## src/rtl/mem_write_packetizer.sv

```systemverilog
// Packs an AXI-Stream word stream into addressed write packets (header + up to BURST_LEN words).
// Optional feature macro: MEM_PKT_PARITY_EN appends an XOR trailer word to each packet.
module mem_write_packetizer #(
    parameter int DATA_WIDTH = 32,
    parameter int ADDR_WIDTH = 12,
    parameter int MEM_SIZE   = 4096,
    parameter int BURST_LEN  = 16
) (
    input  logic                    s00_axis_aclk,
    input  logic                    s00_axis_aresetn,
    input  logic [DATA_WIDTH-1:0]   s00_axis_tdata,
    input  logic [DATA_WIDTH/8-1:0] s00_axis_tstrb,
    input  logic                    s00_axis_tvalid,
    input  logic                    s00_axis_tlast,
    output logic                    s00_axis_tready,
    input  logic                    m00_axis_tready,
    output logic [DATA_WIDTH-1:0]   m00_axis_tdata,
    output logic [DATA_WIDTH/8-1:0] m00_axis_tstrb,
    output logic                    m00_axis_tvalid,
    output logic                    m00_axis_tlast
);

    // state  | meaning
    // IDLE   | wait for a full burst or a buffered tlast, then load the header
    // HDR    | header word on the output, waiting for its handshake
    // DATA   | payload words streaming out of the FIFO
    // PAR    | XOR trailer word on the output (MEM_PKT_PARITY_EN only)
    typedef enum logic [1:0] {
        S_IDLE = 2'd0,
        S_HDR  = 2'd1,
        S_DATA = 2'd2,
        S_PAR  = 2'd3
    } state_t;

    localparam int SW = DATA_WIDTH / 8;
    localparam int PW = (BURST_LEN > 1) ? $clog2(BURST_LEN) : 1;
    localparam int CW = PW + 1;
    localparam int EW = DATA_WIDTH + SW + 1;
    localparam logic [CW-1:0] FULL = CW'(BURST_LEN);

`ifdef MEM_PKT_PARITY_EN
    localparam bit PL_TLAST_EN = 1'b0;
`else
    localparam bit PL_TLAST_EN = 1'b1;
`endif

    state_t                state_q, state_d;
    logic [CW-1:0]         len_q, len_d;
    logic [CW-1:0]         idx_q, idx_d;
    logic [ADDR_WIDTH-1:0] addr_q, addr_d;
    logic                  end_tlast_q, end_tlast_d;
    logic                  tvalid_d, tlast_d, tready_d;
    logic [DATA_WIDTH-1:0] tdata_d;
    logic [SW-1:0]         tstrb_d;
`ifdef MEM_PKT_PARITY_EN
    logic [DATA_WIDTH-1:0] acc_q, acc_d;
`endif

    logic [EW-1:0]         fifo_mem [BURST_LEN];
    logic [PW-1:0]         wr_ptr_q, rd_ptr_q;
    logic [CW-1:0]         count_q, count_d;
    logic                  closed_q, closed_d;
    logic                  push, pop, hs;
    logic [EW-1:0]         rd_entry;
    logic [DATA_WIDTH-1:0] rd_data;
    logic [SW-1:0]         rd_strb;
    logic                  rd_last;
    logic [23:0]           hdr_field;
    logic [DATA_WIDTH-1:0] hdr_word;

    assign push     = s00_axis_tvalid && s00_axis_tready;
    assign hs       = m00_axis_tvalid && m00_axis_tready;
    assign rd_entry = fifo_mem[rd_ptr_q];
    assign rd_data  = rd_entry[EW-1 -: DATA_WIDTH];
    assign rd_strb  = rd_entry[SW:1];
    assign rd_last  = rd_entry[0];

    always_comb begin
        hdr_field = '0;
        hdr_field[ADDR_WIDTH-1:0] = addr_q;
        hdr_word = {8'(count_q - CW'(1)), hdr_field};
    end

    always_ff @(posedge s00_axis_aclk) begin
        if (push) begin
            fifo_mem[wr_ptr_q] <= {s00_axis_tdata, s00_axis_tstrb, s00_axis_tlast};
        end
    end

    // A buffered tlast word blocks input until it has been moved to the output register.
    always_comb begin
        count_d = count_q;
        if (push && !pop) begin
            count_d = count_q + CW'(1);
        end else if (pop && !push) begin
            count_d = count_q - CW'(1);
        end
        closed_d = closed_q;
        if (push && s00_axis_tlast) begin
            closed_d = 1'b1;
        end else if (pop && rd_last) begin
            closed_d = 1'b0;
        end
        tready_d = (count_d != FULL) && !closed_d;
    end

    always_comb begin
        state_d     = state_q;
        len_d       = len_q;
        idx_d       = idx_q;
        addr_d      = addr_q;
        end_tlast_d = end_tlast_q;
        tvalid_d    = m00_axis_tvalid;
        tdata_d     = m00_axis_tdata;
        tstrb_d     = m00_axis_tstrb;
        tlast_d     = m00_axis_tlast;
        pop         = 1'b0;
`ifdef MEM_PKT_PARITY_EN
        acc_d       = acc_q;
`endif
        case (state_q)
            S_IDLE: begin
                if (count_q == FULL || closed_q) begin
                    len_d       = count_q;
                    end_tlast_d = closed_q;
                    tvalid_d    = 1'b1;
                    tdata_d     = hdr_word;
                    tstrb_d     = '1;
                    tlast_d     = 1'b0;
                    state_d     = S_HDR;
                end
            end
            S_HDR: begin
                if (hs) begin
                    pop     = 1'b1;
                    tdata_d = rd_data;
                    tstrb_d = rd_strb;
                    tlast_d = PL_TLAST_EN && (len_q == CW'(1));
                    idx_d   = CW'(1);
                    state_d = S_DATA;
`ifdef MEM_PKT_PARITY_EN
                    acc_d   = m00_axis_tdata;
`endif
                end
            end
            S_DATA: begin
                if (hs) begin
                    if (idx_q == len_q) begin
`ifdef MEM_PKT_PARITY_EN
                        tdata_d  = acc_q ^ m00_axis_tdata;
                        tstrb_d  = '1;
                        tlast_d  = 1'b1;
                        state_d  = S_PAR;
`else
                        tvalid_d = 1'b0;
                        tdata_d  = '0;
                        tstrb_d  = '0;
                        tlast_d  = 1'b0;
                        addr_d   = end_tlast_q ? '0 : addr_q + ADDR_WIDTH'(len_q);
                        state_d  = S_IDLE;
`endif
                    end else begin
                        pop     = 1'b1;
                        tdata_d = rd_data;
                        tstrb_d = rd_strb;
                        tlast_d = PL_TLAST_EN && (idx_q + CW'(1) == len_q);
                        idx_d   = idx_q + CW'(1);
`ifdef MEM_PKT_PARITY_EN
                        acc_d   = acc_q ^ m00_axis_tdata;
`endif
                    end
                end
            end
`ifdef MEM_PKT_PARITY_EN
            S_PAR: begin
                if (hs) begin
                    tvalid_d = 1'b0;
                    tdata_d  = '0;
                    tstrb_d  = '0;
                    tlast_d  = 1'b0;
                    addr_d   = end_tlast_q ? '0 : addr_q + ADDR_WIDTH'(len_q);
                    state_d  = S_IDLE;
                end
            end
`endif
            default: state_d = S_IDLE;
        endcase
    end

    always_ff @(posedge s00_axis_aclk) begin
        if (!s00_axis_aresetn) begin
            state_q         <= S_IDLE;
            len_q           <= '0;
            idx_q           <= '0;
            addr_q          <= '0;
            end_tlast_q     <= 1'b0;
            wr_ptr_q        <= '0;
            rd_ptr_q        <= '0;
            count_q         <= '0;
            closed_q        <= 1'b0;
            s00_axis_tready <= 1'b0;
            m00_axis_tvalid <= 1'b0;
            m00_axis_tdata  <= '0;
            m00_axis_tstrb  <= '0;
            m00_axis_tlast  <= 1'b0;
`ifdef MEM_PKT_PARITY_EN
            acc_q           <= '0;
`endif
        end else begin
            state_q         <= state_d;
            len_q           <= len_d;
            idx_q           <= idx_d;
            addr_q          <= addr_d;
            end_tlast_q     <= end_tlast_d;
            wr_ptr_q        <= push ? wr_ptr_q + PW'(1) : wr_ptr_q;
            rd_ptr_q        <= pop ? rd_ptr_q + PW'(1) : rd_ptr_q;
            count_q         <= count_d;
            closed_q        <= closed_d;
            s00_axis_tready <= tready_d;
            m00_axis_tvalid <= tvalid_d;
            m00_axis_tdata  <= tdata_d;
            m00_axis_tstrb  <= tstrb_d;
            m00_axis_tlast  <= tlast_d;
`ifdef MEM_PKT_PARITY_EN
            acc_q           <= acc_d;
`endif
        end
    end

    if (DATA_WIDTH != 32) begin : g_chk_dw
        $error("mem_write_packetizer: DATA_WIDTH must be 32");
    end
    if (ADDR_WIDTH > 24) begin : g_chk_aw
        $error("mem_write_packetizer: ADDR_WIDTH must be 24 or less");
    end
    if (MEM_SIZE != (1 << ADDR_WIDTH)) begin : g_chk_ms
        $error("mem_write_packetizer: MEM_SIZE must equal 2**ADDR_WIDTH");
    end
    if (BURST_LEN < 2 || BURST_LEN > 128 || (BURST_LEN & (BURST_LEN - 1)) != 0) begin : g_chk_bl
        $error("mem_write_packetizer: BURST_LEN must be a power of two in 2..128");
    end

endmodule

```

## config.mk

```make
export PLATFORM = sky130hd
export DESIGN_NAME = mem_write_packetizer
export DESIGN_NICKNAME = d
export VERILOG_FILES = /design/src/rtl/mem_write_packetizer.sv
export SDC_FILE = /design/constraint.sdc
export NUM_CORES = 1
export LEC_CHECK = 0
export CORE_MARGIN = 1.5
export CORE_UTILIZATION = 55
export DETAILED_ROUTE_END_ITERATION = 7
export PLACE_DENSITY = 0.79
export SLEW_MARGIN = 40
export SYNTH_ARGS = -nofsm -noshare
export SYNTH_HDL_FRONTEND = slang
export SYNTH_SLANG_ARGS = --single-unit
```

## constraint.sdc

```tcl
create_clock -name s00_axis_aclk -period 5.2 [get_ports s00_axis_aclk]
set_clock_uncertainty 0.05 [all_clocks]
set_input_delay 1.04 -clock s00_axis_aclk [delete_from_list [all_inputs] [get_ports s00_axis_aclk]]
set_output_delay 1.04 -clock s00_axis_aclk [all_outputs]
set_load 0.05 [all_outputs]
```

# --- Yosys cells after proc, flatten, opt, wreduce, memory -nomap -nowiden ---
# Memories as Yosys holds them, arrays and structs flattened. A register that Yosys moved wholly into a read port is not among the register bits.
# Cells that the tools add are included.
classes:
  n_addsub: 7
  eq_ne: 12
  mux: 41
  n_reduce_logical: 21
ops:
  columns: ["operator", "count"]
  rows:
  - ["32-bit two-way mux", 4]
  - ["32-bit one-hot mux with 3 select lines", 1]
  - ["5-bit two-way mux", 5]
  - ["4-bit two-way mux", 6]
  - ["4-bit AND reduction", 4]
  - ["1-bit two-way mux", 14]
  - ["12-bit by 5-bit adder with 12-bit output", 1]
  - ["12-bit two-way mux", 1]
  - ["4-bit one-hot mux with 3 select lines", 1]
  - ["5-bit by 1-bit adder with 5-bit output (second input constant)", 2]
  - ["5-bit equality test", 2]
  - ["2-bit inequality test (second input constant)", 5]
  - ["5-bit one-hot mux with 2 select lines", 1]
  - ["4-bit by 1-bit adder with 4-bit output (second input constant)", 2]
  - ["2-bit two-way mux", 4]
  - ["1-bit logical AND", 7]
  - ["2-bit one-hot mux with 3 select lines", 1]
  - ["5-bit by 1-bit subtractor with 6-bit output (second input constant)", 1]
  - ["5-bit by 1-bit equality test with 1-bit output (second input constant)", 1]
  - ["5-bit equality test (second input constant)", 1]
  - ["5-bit inequality test (second input constant)", 1]
  - ["5-bit by 1-bit subtractor with 5-bit output (second input constant)", 1]
  - ["1-bit one-hot mux with 2 select lines", 2]
  - ["2-bit nonzero test", 2]
  - ["9 further kinds", 11]
word_totals:
  reg_bits: 78
  ram_bits: 592
  inputBits: 41
  out_inout_bits: 39
  word_cells: 96
  memories: 1
memory_table:
  columns: ["name", "depth", "width", "read_ports", "rd_clocked_by_memory_dff", "wr", "line", "rtl"]
  rows:
  - ["fifo_mem", 16, 37, 1, 1, 1, "59", "logic [EW-1:0] fifo_mem [BURST_LEN];"]

# --- Depth between registers and ports, before layout ---
# Gate-level depths: netlist (run 1).
depth:
  depth_word: 9
  ltp_mapped: 12
  depth_no_buf: 8

# --- Worst setup path after synthesis (run 1) ---
# No wires, ideal clock.
synth_timing:
  path_kind: "in2reg"
  from: "input port s00_axis_tvalid"
  to: "memory fifo_mem[3][0] in the netlist's numbering, enable pin"
  setup_ns: 0.477
  arrival_time_ns: 4.390
  required_time_ns: 4.673
  path_slack_ns: 0.283
  stages: 5
  path_buffers: 2
  path_cell_list: "and2_1 -> clkbuf_1 -> clkbuf_1 -> nand2_1 -> nor3_1"
synth_via:
  elab_chain_len: 3
synth_rtl:
  columns: ["element", "line", "rtl"]
  rows:
  - ["start: declaration", "13", "input logic s00_axis_tvalid,"]
  - ["1-bit logical AND", "71", "assign push = s00_axis_tvalid && s00_axis_tready;"]
  - ["1-bit two-way mux", "85", "if (push) begin"]
  - ["1-bit two-way mux (not written as such)", "86", "fifo_mem[wr_ptr_q] <= {s00_axis_tdata, s00_axis_tstrb, s00_axis_tlast};"]
  - ["end: declaration", "59", null]
# Every way passes these cells.

# --- Worst setup path in the final report (run 1) ---
layout_timing:
  from: "register count_q[0]"
  to: "register m00_axis_tdata[27]"
layout_via:
  elab_chain_len: 4
  elab_cells_between_ends: 7
  cone_classes: "1 x add/sub; 2 x eq/ne; 2 x mux; 2 x reduce/logical"
layout_rtl:
  columns: ["element", "line", "rtl"]
  rows:
  - ["start: declaration", "61", "logic [CW-1:0] count_q, count_d;"]
  - ["start signal: assignment", "217", "count_q <= count_d;"]
  - ["branches (longest 4 deep; another with 5-bit by 1-bit subtractor with 6-bit output)", null, null]
  - ["end signal: assignment", "221", "m00_axis_tdata <= tdata_d;"]
  - ["end: declaration", "17", "output logic [DATA_WIDTH-1:0] m00_axis_tdata,"]
# Parallel ways; which one is timed is not known. The select of a mux whose other input is x is not followed.
# A chain may end at the register's enable or synchronous reset.

==> results of run 1 <==
worst max-delay path, delay by kind of cell (launching register included):
kind	cells	cell delay, ns
AO/OA/AOI/OAI	2	0.42
flip-flops	1	0.50
AND/OR/NAND/NOR	4	1.65
adder cells (fa/ha/maj)	1	0.22
buffers and inverters	1	0.18
sequential cells by signal (all words and copies together), names as in the netlist, named ones only:
name             count
m00_axis_tstrb       4
rd_ptr_q             4
m00_axis_tdata      32
len_q                5
idx_q                5
end_tlast_q          1
addr_q              12
state_q              2
count_q              5
fifo_mem           592
wr_ptr_q             4
m00_axis_tvalid      1
closed_q             1
s00_axis_tready      1
m00_axis_tlast       1
metrics by stage:
step	hold slack [ns]	worst slack, ns	util [%]	instance area [sq um]	cells
6_report	0.436	2.03	63.6	30200	2186
3_5_place_dp	0.427	1.59	59.2	28100	2065
5_1_grt	0.457	1.65	63.6	30200	2185
4_1_cts	0.436	2.10	63.5	30100	2185
3_3_place_gp	0.411	1.65	59.1	28000	2061
2_1_floorplan	0.394	0.283	-	26300	1407
report_power, final:
group / internal, mW / switching (mW) / total [mW]
Combinational: 0.116 / 0.262 / 0.378
Sequential: 5.93 / 0.0280 / 5.95
Clock: 2.59 / 1.97 / 4.55
cells by family (layout without fill, tap and decap cells):
family | Yosys count | in the layout
XOR/XNOR | 27 | 27
AND/OR/NAND/NOR | 217 | 217
buffers and inverters | 93 | 256
multiplexers | 187 | 187
flip-flops | 674 | 674
other | 0 | 1
AO/OA/AOI/OAI | 191 | 191
adder cells (fa/ha/maj) | 18 | 18
cells in the mapped netlist (2+ instances only):
| master | n | area (sq um) |
|---|---|---|
| nor2_1 | 65 | 244 |
| inv_1 | 13 | 48.8 |
| nor2b_1 | 31 | 194 |
| or2_2 | 2 | 12.5 |
| nand2_1 | 46 | 173 |
| a21o_1 | 3 | 22.5 |
| nand4_1 | 9 | 56.3 |
| buf_2 | 25 | 125 |
| mux2i_1 | 31 | 310 |
| nor3_1 | 20 | 100 |
| edfxtp_1 | 592 | 17800 |
| a31oi_1 | 2 | 12.5 |
| mux4_2 | 156 | 3510 |
| a22oi_1 | 19 | 143 |
| clkbuf_1 | 51 | 191 |
| and2_1 | 6 | 37.5 |
| buf_1 | 3 | 11.3 |
| a211oi_1 | 31 | 233 |
| o21ai_0 | 42 | 210 |
| xnor2_1 | 14 | 123 |
| xor2_1 | 12 | 105 |
| or3_1 | 5 | 31.3 |
| o32ai_1 | 2 | 17.5 |
| o21bai_1 | 2 | 15.0 |
| or3b_2 | 2 | 17.5 |
| dfxtp_1 | 82 | 1640 |
| ha_1 | 17 | 213 |
| nand2b_1 | 5 | 31.3 |
| nand3_1 | 13 | 65.1 |
| a21oi_1 | 80 | 400 |
layer usage:
| metal | vias up | wire (um) | GRT usage [%] |
|---|---|---|---|
| met1 | 7196 | 23400 | 35.0 |
| li1 | 5902 | - | - |
| met2 | 819 | 29500 | 40.2 |
| met4 | 0 | 1300 | 7.76 |
| met5 | - | 0 | 0 |
| met3 | 107 | 6060 | 5.30 |
layout make-up:
cell class / instances / share of cell area, %
flip-flops and latches: 674 / 64.4
repair buffers: 122 / 3.92
inverters: 14 / 0.183
diodes: 1 / 0.00830
multi-input cells: 640 / 22.1
clock buffers: 95 / 6.12
well taps: 615 / 2.55
clock inverters: 25 / 0.639
worst paths after layout:
| path | to | startpoint | cells after the start | slack [ns] |
|---|---|---|---|---|
| hold reg to reg | m00_axis_tlast$_SDFFE_PN0P_ | m00_axis_tlast$_SDFFE_PN0P_ | 2 | 0.44 |
| setup reg to reg | m00_axis_tdata[27]$_SDFFE_PN0P_ | count_q[0]$_SDFF_PN0_ | 8 | 2.03 |
| hold / removal | m00_axis_tlast$_SDFFE_PN0P_ | m00_axis_tlast$_SDFFE_PN0P_ | 2 | 0.44 |
| setup / recovery | m00_axis_tdata[27]$_SDFFE_PN0P_ | count_q[0]$_SDFF_PN0_ | 8 | 2.03 |
==> flow_results.org, run 1 <==
** Outcome
- The run finished with clean final reports.

** Finish
- The library cell used most frequently in the layout, excluding fill and tap cells, is edfxtp_1.
- Filler cells :: 3068
- Footprint of the multi-input gates :: 6680 sq um
- The library cells used most frequently in the layout, excluding fill and tap cells, are 592 x edfxtp_1, 156 x mux4_2, 79 x a21oi_1, 78 x dfxtp_1, 78 x clkdlybuf4s50_1.
- Footprint of the flip-flops and latches :: 19400 sq um
- Fraction of final layout cells sized beyond drive strength 1 :: 20.3%
- Post-layout net count :: 1579
- Compared with the post-synthesis result, the final layout area differs by 14.5%.

** Power and ir drop
- Summed over all cells, the static leakage comes to 9.31 nW.
- Tot Pwr :: 10.9 mW
- For this design the ratio of total power to cell area is 361 nW/um^2.
- IR analysis of the VDD net gives a maximum drop of 0.000194 V.

** CTS
- Counting the buffers created by CTS gives 68.
- Clock net sink count :: 674
- TritonCTS built the clock tree.
- CTS built an H-tree with a depth of 3.
- Setup fix buffers added after clock tree synthesis :: 0
- Later-pin clock latency in the skew report :: 0.60 ns
- The longest clock path from root to sink contains 3 buffers.
- In this run, post-CTS repair resized a total of 0 instances.
- Clock transition at the register clock pins on the worst setup and hold paths after CTS :: 0.06 ns
- Library cell used as clock root buffer :: clkbuf_16
- Number of buffers inserted for hold repair after clock tree synthesis :: 0

** Detailed routing
- The pre-antenna-repair detailed-routing pass consisted of 5 iterations.
- Wires add up to 60300 um.
- Number of nets with antenna violations after detailed routing :: 0
- After detailed routing, the average wire length per cell comes to 27.6 um.
- After detailed routing, the number of remaining DRC violations is 0.
- For this block, the initial DRC count from the detailed router was 1908.
- Across all layers, the routed design uses 14000 vias.
- Dividing the detail-routed via count by the number of cells gives 6.42.

** Timing
- Max Transition Viols Final :: 0
- Final worst path period need :: 3.17 ns
- Portion of the clock cycle consumed by the worst path in the final layout :: 61.0%
- Hold Vio Cnt, Final :: 0
- Setup repair after global routing missed its margin :: false
- Headroom to the max-slew limit came out at 39.8%.
- For the pin with the worst max-slew slack, the measured transition is 0.900 ns.
- Maximum clock frequency :: 315 MHz
- Endpoints failing setup :: 0
- After routing, the total negative slack on setup checks comes to 0 ns.

** Synth
- Async set-or-reset flop fraction in the synthesized netlist :: 0%
- The synthesized netlist contains 56 unique library cells.
- After Yosys synthesis, full adders, half adders and majority gates account for 0.884% of the synthesized area.
- Multiplexer share of the synthesized area :: 14.5%
- A synthesized cell averages 18.7 sq um.
- Yosys printed 0 warnings.
- Count of flip-flops with a built-in enable after synthesis :: 592
- Xor and xnor area share after synthesis :: 0.926%
- Synthesis produced a netlist with a net count of 1466.
- Counting flops and latches in the post-synthesis netlist gives 674.
- Among all flip-flop cells after synthesis, the most frequent one is edfxtp_1.
- Combinational family with the most area after synthesis :: multiplexers
- Sequential elements use 73.7% of the synthesized area.
- Synthesis produced 1407 cells.
- Summing the areas of all compound-gate instances in the mapped netlist gives 4.39% of the synthesized area.
- In this run the cell area of the synthesized design comes to 26300 sq um.
- Of the total synthesized cell area, the portion taken by AND, OR, NAND and NOR gates is 4.11%.

** Worst setup path
- For the worst setup path, the data arrival time is 3.57 ns.
- Worst Path Class, Setup :: flip-flop to flip-flop
- Critical-path cell with the highest stage delay :: or3b_2
- The largest single stage delay on the critical path is 0.55 ns.
- Required arrival time at the worst endpoint :: 5.60 ns
- STA classifies the critical path startpoint as a flip-flop.
- Maximum fanout along the worst path :: 23
- The worst setup path is captured at a flip-flop.
- Cell breakdown of the critical path :: inv_1 > ha_1 > nor4bb_1 > or3b_2 > nand3_1 > nand2_1 > o21ai_0 > a21oi_1

** GRT
- The number of global-route vias before repair is 14500.
- After global routing the overflow that remains totals 0.
- Global routing used 25.0% of the available tracks.
- The first global-routing pass estimated 90900 um of wire.
- The initial antenna violation count is 1.
- Entering global routing, the biggest net connects 46 pins.

** Floorplanning
- Starting density of the core :: 55.5%
- The floorplan has 80 rows.
- Overall die area :: 49200 sq um
- The floorplan step set the die height to 222 um.
- 80 I/O pins were placed.
- In this run the standard cell core region covers 47400 sq um.
- Width of the chip :: 222 um

** Place
- Quantity of I/O buffers inserted on ports :: 79
- Once detailed placement completed, the half-perimeter wirelength came to 36300 um.
- Global placement routability congestion :: 0.881

** Run
- Number of maximum-capacitance constraint violations :: 0

** Worst hold path
- Worst hold-check path type :: flip-flop to flip-flop
Note: power is estimated with default switching activity, not from simulation.
==> inputs of run 2 (changes only) <==
- clock period: 5.2 -> 2.6 ns (I/O delays scaled with it)
==> run 2 against run 1 <==
  * Sequential power grew 100%
  * Worst hold slack lost 0.013 ns
  * Global-route usage is essentially flat
  * Register-to-register slack lost 2.0 ns
  * Sequential cell count is the same
  * Cell area grew 3.4%
  * Power grew 100%
  * Die area is the same
  * First-iteration DRC count grew 0.52%
  * Clock power grew 100%
  * Via count grew 1.6%
  * Critical path type unchanged
  * Highest routed layer is now met5
==> flow_results.org, run 2 (same netlist as run 1, synthesis figures left out) <==
** Outcome
- Status :: finished, final reports clean

** Finish
- The share of final-layout standard cells stronger than drive strength 1 is 24.3% (+4.0 points).
- Filler cells :: 3053 (-0.49%)
- Most common cell after layout, fill and taps aside :: edfxtp_1
- Commonest non-fill, non-tap cells in the layout :: 592 x edfxtp_1, 156 x mux4_2, 79 x a21oi_1, 79 x clkdlybuf4s50_1, 77 x buf_4
- Post-layout net count :: 1652 (+4.6%)
- The post-layout instance area was 31200 sq um (+3.4%).
- The area taken by flip-flops and latches is 19400 sq um (about the same).
- P&R area growth vs syn :: 18.4%
- The number of flip-flops in the largest register was 592 (unchanged).
- The largest registers in the layout are fifo_mem: 592 flops, m00_axis_tdata: 32 flops, addr_q: 12 flops.
- fifo_mem holds more flip-flops than any other register.
- The final standard cell count with taps included and fillers excluded came to 2256 (+3.2%).
- The area of combinational cells with multiple inputs is 6700 sq um (+0.28%).

** Timing
- Slew of the pin with the lowest slew margin :: 0.642 ns (-0.258 ns)
- The maximum clock frequency came to 396 MHz (+26%).
- The count of final hold-check violations was 0 (unchanged).
- The shortest period the worst path allows came to 2.52 ns (-0.646 ns).
- Final-layout worst hold slack :: 0.423 ns (-0.0133 ns)
- Setup repair after global routing missed its margin :: false
- The relative slew slack was 57.1% (+17 points).
- Post-Route Setup TNS :: 0 ns (unchanged)
- The number of max-slew violations in the final report was 0 (unchanged).
- Portion of the clock cycle consumed by the worst path in the final layout :: 97.1% (+36 points)
- The count of final setup violators is 0 (unchanged).

** Worst setup path
- The largest fanout of any net on the critical path is 6 (-74%).
- R2R setup slack :: 0.08 ns (-1.95 ns)
- Worst-case reg-to-reg path depth :: 6 (-2)
- Required arrival time at the worst endpoint :: 3.07 ns (-2.53 ns)
- STA classifies the critical path startpoint as a flip-flop.
- STA classifies the critical path endpoint as a flip-flop.
- Worst Path Class, Setup :: flip-flop to flip-flop
- Data arrival time of the worst path :: 2.99 ns (-0.58 ns)

** Detailed routing
- The routed wire length came to 60600 um (+0.49%).
- Detailed-route wire length per cell :: 26.8 um (-2.6%)
- The count of routing violations after the opening detailed-route iteration was 1918 (+0.52%).
- The count of antenna-violating nets left after detailed routing is 0 (unchanged).
- Length of the first detailed-routing pass in iterations :: 5 (unchanged)
- The number of remaining DRC errors is 0 (unchanged).
- Total number of vias :: 14300 (+1.6%)
- The ratio of routed vias to standard cells was 6.32 (-1.5%).

** Floorplanning
- The vertical die dimension came to 222 um (unchanged).
- Starting density of the core :: 55.5% (unchanged)
- The area of the die is 49200 sq um (unchanged).
- Core Rows :: 80 (unchanged)
- IO Pins :: 80 (unchanged)
- Width of the chip :: 222 um (unchanged)
- Floorplan Core Area :: 47400 sq um (unchanged)

** Place
- The post-placement cell count was 2133 (+3.3%).
- Quantity of I/O buffers inserted on ports :: 79 (unchanged)
- HPWL after DPL :: 35400 um (-2.4%)
- Post-detailed-placement cell area :: 29000 sq um (+3.3%)
- The final RePlAce weighted congestion was 0.869 (-1.3%).

** CTS
- TritonCTS built the clock tree.
- The clock slew at the register clock pins of the worst setup and hold paths is 0.06 ns (about the same).
- Clock buffer depth :: 3 (unchanged)
- The clock insertion delay at the later pin of the skew report is 0.60 ns (about the same).
- The number of buffers added by the clock tree synthesis step is 67 (-1.5%).
- The total clock sinks is 674 (unchanged).
- Library cell used as clock root buffer :: clkbuf_16
- H-tree levels :: 3 (unchanged)

** Run
- The count of maximum capacitance violations is 0 (unchanged).

** GRT
- Vias in the first global route :: 14600 (+0.64%)
- The global-route wire length before repair is 90600 um (-0.33%).
- The initial antenna violation count is 5 (+4).
- The overflow left after global routing was 0 (unchanged).
- The largest net degree at the start of global routing is 47 (+2.2%).
- The overall fraction of global-route tracks in use is 25.0% (about the same).

** Power and ir drop
- Total power divided by cell area :: 702 nW/um^2 (+95%)
- Maximum vdd drop :: 0.000596 V (+210%)
- The static leakage is 9.78 nW (+5.0%).
- The total power after layout was 21.9 mW (+100%).

** Worst hold path
- Number of cells on the worst hold path :: 2 (unchanged)
- Worst hold-check path type :: flip-flop to flip-flop
-- run 2: final cells by class --
class | instances | area share [%]
Sequential cell | 674 | 62.4
Multi-Input combinational cell | 640 | 21.5
Timing Repair Buffer | 196 | 6.90
Clock buffer | 89 | 5.88
Tap cell | 615 | 2.47
Clock inverter | 27 | 0.735
Inverter | 14 | 0.169
Antenna cell | 1 | 0.00803
-- run 2: worst paths after layout --
kind,startpoint,endpoint
max,len_q[4]$_SDFFE_PN0P_,addr_q[11]$_SDFFE_PN0P_
min,m00_axis_tlast$_SDFFE_PN0P_,m00_axis_tlast$_SDFFE_PN0P_
max reg2reg,len_q[4]$_SDFFE_PN0P_,addr_q[11]$_SDFFE_PN0P_
min reg2reg,m00_axis_tlast$_SDFFE_PN0P_,m00_axis_tlast$_SDFFE_PN0P_
-- run 2: what timing repair did --
| item | 4_1_cts | 5_1_grt |
|---|---|---|
| endpoints found under the setup margin | 1 | 12 |
| setup buffers | 0 | 6 |
| hold buffers | 0 | 0 |
| gates resized for setup | 1 | 4 |
-- run 2: through the flow --
stage	setup WS, ns	util (%)
finish	0.0757	65.7
global route	0.0101	65.7
CTS	0.0468	65.5
detailed placement	0.0256	61.2
global placement	0.0599	61.2
floorplan	0.0362	-
-- run 2: metal layers --
| metal | global-route usage (%) | part of all wire (%) | up-vias |
|---|---|---|---|
| li1 | - | - | 6038 |
| met1 | 34.6 | 39 | 7325 |
| met2 | 40.9 | 50 | 766 |
| met3 | 4.62 | 9.3 | 119 |
| met4 | 8.17 | 2.4 | 6 |
| met5 | 0 | 0.069 | - |
-- run 2: worst max-delay path, cell delays in order (launching register included) --
cell     delay, ns
dfxtp_1       0.36
xnor2_1       0.31
or4b_4        0.57
or4_4         0.50
nor3_2        0.18
or3b_1        0.35
a21oi_1       0.14
-- run 2: where the power goes --
group | total, mW | internal (mW) | leakage [nW] | switching, mW
clock | 9.23 | 5.33 | 1.00 | 3.90
combinational | 0.771 | 0.262 | 2.78 | 0.509
sequential | 11.9 | 11.8 | 6.00 | 0.0421
total | 21.9 | 17.4 | 9.78 | 4.45
==> inputs of run 3 (changes only) <==
- ABC_AREA: default -> 1
- CORE_UTILIZATION: 55 -> 40
- PLACE_DENSITY: 0.79 -> 0.62
==> run 3 against run 2 <==
  * Register-to-register slack improved by 0.25 ns
  * Cell count rose by 41%
  * Worst hold slack got worse by 0.017 ns
  * Utilization fell by 18 points
  * Setup slack improved by 0.092 ns
  * Non-clock buffer count fell by 7
  * Highest routed layer unchanged
  * First-iteration DRC count rose by 17%
  * Critical path depth fell by 5
  * Sequential power barely moved
  * Global-route usage fell by 4.6 points
  * Sequential cell count did not move
==> flow_results.org, run 3 <==
** Synth
- In the post-synthesis netlist, the biggest area contributors are edfxtp_1 66%, o21ai_0 6.5%, dfxtp_1 6.1%.
- The count of synthesis-stage warnings from yosys is 0 (unchanged).
- Yosys instantiated no cell more often than edfxtp_1.
- Area share of the leading cell type in the synthesized netlist :: 66.2% (-1.3 points)
- The most used flip-flop cell after synthesis is edfxtp_1.
- The number of nets produced by synthesis is 2221 (+52%).
- The count of cell types in the netlist came to 49 (-13%).
- The async set-or-reset flop fraction in the synthesized netlist came to 0% (unchanged).
- The mean cell area of the mapped netlist is 12.4 sq um (-34%).
- Sequential share of the synthesized area :: 72.4% (-1.4 points)
- The number of flip-flops and latches in the synthesized netlist is 674 (unchanged).
- Cells after Synth :: 2162 (+54%)
- The synthesized design spends more area on one cell type than any other, namely edfxtp_1.
- Post-synthesis instance area :: 26800 sq um (+1.9%)
- Count of flip-flops with a built-in enable after synthesis :: 592 (unchanged)
- After synthesis, the most frequently instantiated cells are 592 x edfxtp_1, 351 x o21ai_0, 349 x nor2_1.

** GRT
- First-pass GRT wire length :: 106000 um (+17%)
- The overall fraction of global-route tracks in use came to 20.5% (-4.6 points).
- The overflow left after global routing was 0 (unchanged).
- The initial antenna violation count was 1 (-4).
- Vias in the first global route :: 17500 (+20%)
- The largest net degree at the start of global routing is 71 (+51%).

** Timing
- Portion of the clock cycle consumed by the worst path in the final layout :: 93.6% (-3.5 points)
- Worst Setup Slack, final :: 0.167 ns (+0.0917 ns)
- The worst hold margin came to 0.406 ns (-0.0170 ns).
- The count of final setup violators was 0 (unchanged).
- The actual slew at the worst max-slew pin is 0.800 ns (+0.158 ns).
- The maximum clock frequency came to 411 MHz (+3.8%).
- The shortest period the worst path allows was 2.43 ns (-0.0917 ns).
- The relative slew slack is 46.5% (-11 points).
- Hold Vio Cnt, Final :: 0 (unchanged)
- Max Transition Viols Final :: 0 (unchanged)
- Setup repair after global routing missed its margin :: false

** Worst setup path
- The buffering stage count on the worst path with inverters included is 1 (+1).
- Maximum fanout along the worst path :: 2 (-4)
- The worst stage delay on the critical path was 0.84 ns (+0.27 ns).
- For this design, the slowest cell found on the critical path is clkdlybuf4s50_1.
- The critical path in this run is classified as flip-flop to primary output.
- In this design, the largest share of critical-path delay is due to buffers and inverters.
- Category of the worst setup path launch point :: flip-flop
- In this run the worst setup path begins at m00_axis_tdata[19]$_SDFFE_PN0P_.
- Data arrival time of the worst path :: 1.86 ns (-1.13 ns)
- Cell breakdown of the critical path :: clkdlybuf4s50_1
- The worst setup path is captured at a primary output.
- Required arrival time at the worst endpoint :: 2.03 ns (-1.04 ns)

** Finish
- fifo_mem holds more flip-flops than any other register.
- Commonest non-fill, non-tap cells in the layout :: 592 x edfxtp_1, 351 x o21ai_0, 333 x nor2_1, 152 x nand2_1, 99 x o22ai_1
- The final standard cell count with taps included and fillers excluded is 3190 (+41%).
- Leaving out fill and tap cells, the most frequent cell in the layout is edfxtp_1.
- From synthesis to final layout, the design area changed by 18.2%.
- Largest register FFs :: 592 (unchanged)
- Antenna diode count :: 0 (-1)
- The share of final-layout standard cells stronger than drive strength 1 was 11.2% (-13 points).
- Filler cells :: 5694 (+87%)
- Layout Utilization :: 48.0% (-18 points)
- The final layout net count came to 2337 (+41%).
- Biggest registers after layout :: fifo_mem: 592 flops, m00_axis_tdata: 32 flops, addr_q: 12 flops

** Place
- HPWL after DPL :: 44100 um (+25%)
- The final RePlAce weighted congestion was 0.875 (+0.63%).
- The worst setup slack before clock tree synthesis was 0.172 ns (+0.147 ns).
- The number of port buffers came to 79 (unchanged).
- The post-placement cell count is 3073 (+44%).

** Power and ir drop
- The static leakage came to 10.5 nW (+7.1%).
- The switching portion of total power is 24.2% (+3.9 points).
- The fraction of power consumed by sequential logic was 51.2% (-3.1 points).
- The reported net switching power is 5.72 mW (+29%).
- Maximum vdd drop :: 0.000406 V (-32%)
- The total power density per cell area is 746 nW/um^2 (+6.1%).
- The share of total power in combinational logic came to 9.5% (+6.0 points).
- Share of power burned in the clock network :: 39.4% (-2.8 points)
- The internal power consumption came to 17.9 mW (+2.7%).

** CTS
- Count of cells resized by post-cts repair :: 0 (-1)
- Library cell used as clock root buffer :: clkbuf_16
- Clock buffer depth :: 3 (unchanged)
- H-tree levels :: 3 (unchanged)
- Number of buffers added by the clock tree synthesis step :: 67 (unchanged)
- TritonCTS built the clock tree.
- Clock net sink count :: 674 (unchanged)
- Clock transition at the register clock pins on the worst setup and hold paths after CTS :: 0.06 ns (about the same)
- The setup fix buffers added after clock tree synthesis came to 0 (unchanged).
- The hold buffer count at cts came to 0 (unchanged).
- The clock insertion delay at the later pin of the skew report was 0.62 ns (+0.02 ns).

** Floorplanning
- The vertical die dimension is 262 um (+18%).
- The die extent in x was 262 um (+18%).
- The area of the die came to 68600 sq um (+40%).
- Floorplan Core Area :: 66100 sq um (+39%)
- The initial cell density of the core is 40.6% (-15 points).
- Core Rows :: 94 (+18%)
- The I/O pin total was 80 (unchanged).

** Outcome
- Status :: finished, final reports clean

** Detailed routing
- The routed length per instance is 22.0 um (-18%).
- Total number of vias :: 18000 (+26%)
- The count of routing violations after the opening detailed-route iteration came to 2248 (+17%).
- Length of the first detailed-routing pass in iterations :: 6 (+1)
- The number of remaining DRC errors is 0 (unchanged).
- The count of antenna-violating nets left after detailed routing came to 0 (unchanged).
- The routed wire length was 70200 um (+16%).
- The ratio of routed vias to standard cells is 5.64 (-11%).

** Run
- The count of maximum capacitance violations is 0 (unchanged).

** Worst hold path
- Hold Path Origin :: rd_ptr_q[3]$_SDFFE_PN0N_
- The worst hold path belongs to the class flip-flop to flip-flop.
-- run 3: cell types whose count changed in the layout (fill, tap and decap cells not counted), moves of 25 or more --
cell and delta:
o21ai_0 +310, nor2_1 +280, mux4_2 -156, nand2_1 +107, o22ai_1 +98, o221ai_1 +57, nand3_1 +52, o21ai_1 +40
inv_1 +34, nor2b_1 -31, mux2i_1 -29, a211oi_1 -25
-- run 3: cells by family after synthesis --
group	after synthesis	synth area share [%]
buf+inv	201	3.32
xor+xnor	10	0.326
simple gates	605	9.40
fa+ha+maj	18	0.867
compound gates	652	13.7
mux	2	0.0746
flops	674	72.4
-- run 3: cell type report --
class	count	area, sq um	share of cell area (%)
clock buffer	88	1840	5.80
clock inverter	29	254	0.801
inverter	59	231	0.730
multi-input combinational	1287	6650	21.0
sequential	674	19400	61.3
tap	864	1080	3.41
timing repair buffer	189	2230	7.03
-- run 3: power groups by stage --
stage	Sequential [mW]	Clock [mW]	Combinational, mW
floorplan	12.7	0	0.934
detailed placement	12.3	0	2.23
global route	12.1	9.83	2.41
global placement	12.3	0	2.20
finish	12.1	9.31	2.24
CTS	12.1	9.45	2.24
-- run 3: stage by stage --
step / area [sq um] / total power, mW / TNS [ns]
3_3_place_gp: 29600 / 14.5 / 0
2_1_floorplan: 26900 / 13.6 / -38.71
5_1_grt: 31700 / 24.3 / 0
4_1_cts: 31700 / 23.8 / 0
3_5_place_dp: 29600 / 14.6 / 0
6_report: 31700 / 23.6 / 0
-- run 3: routing by layer --
layer / track usage (%) / up-vias / part of all wire [%] / wire [um]
li1: - / 8206 / - / -
met1: 29.6 / 8903 / 44 / 31000
met2: 30.8 / 773 / 45 / 31300
met3: 4.84 / 103 / 9.1 / 6370
met4: 5.94 / 2 / 2.1 / 1470
met5: 0 / - / 0.019 / 13
-- run 3: worst paths after layout --
path	endpoint	slack, ns	cells after the start
max	m00_axis_tdata[19]	0.17	1
min	flip-flop	0.41	2
max reg2reg	m00_axis_tdata[5]$_SDFFE_PN0P_	0.33	8
min reg2reg	flip-flop	0.41	2
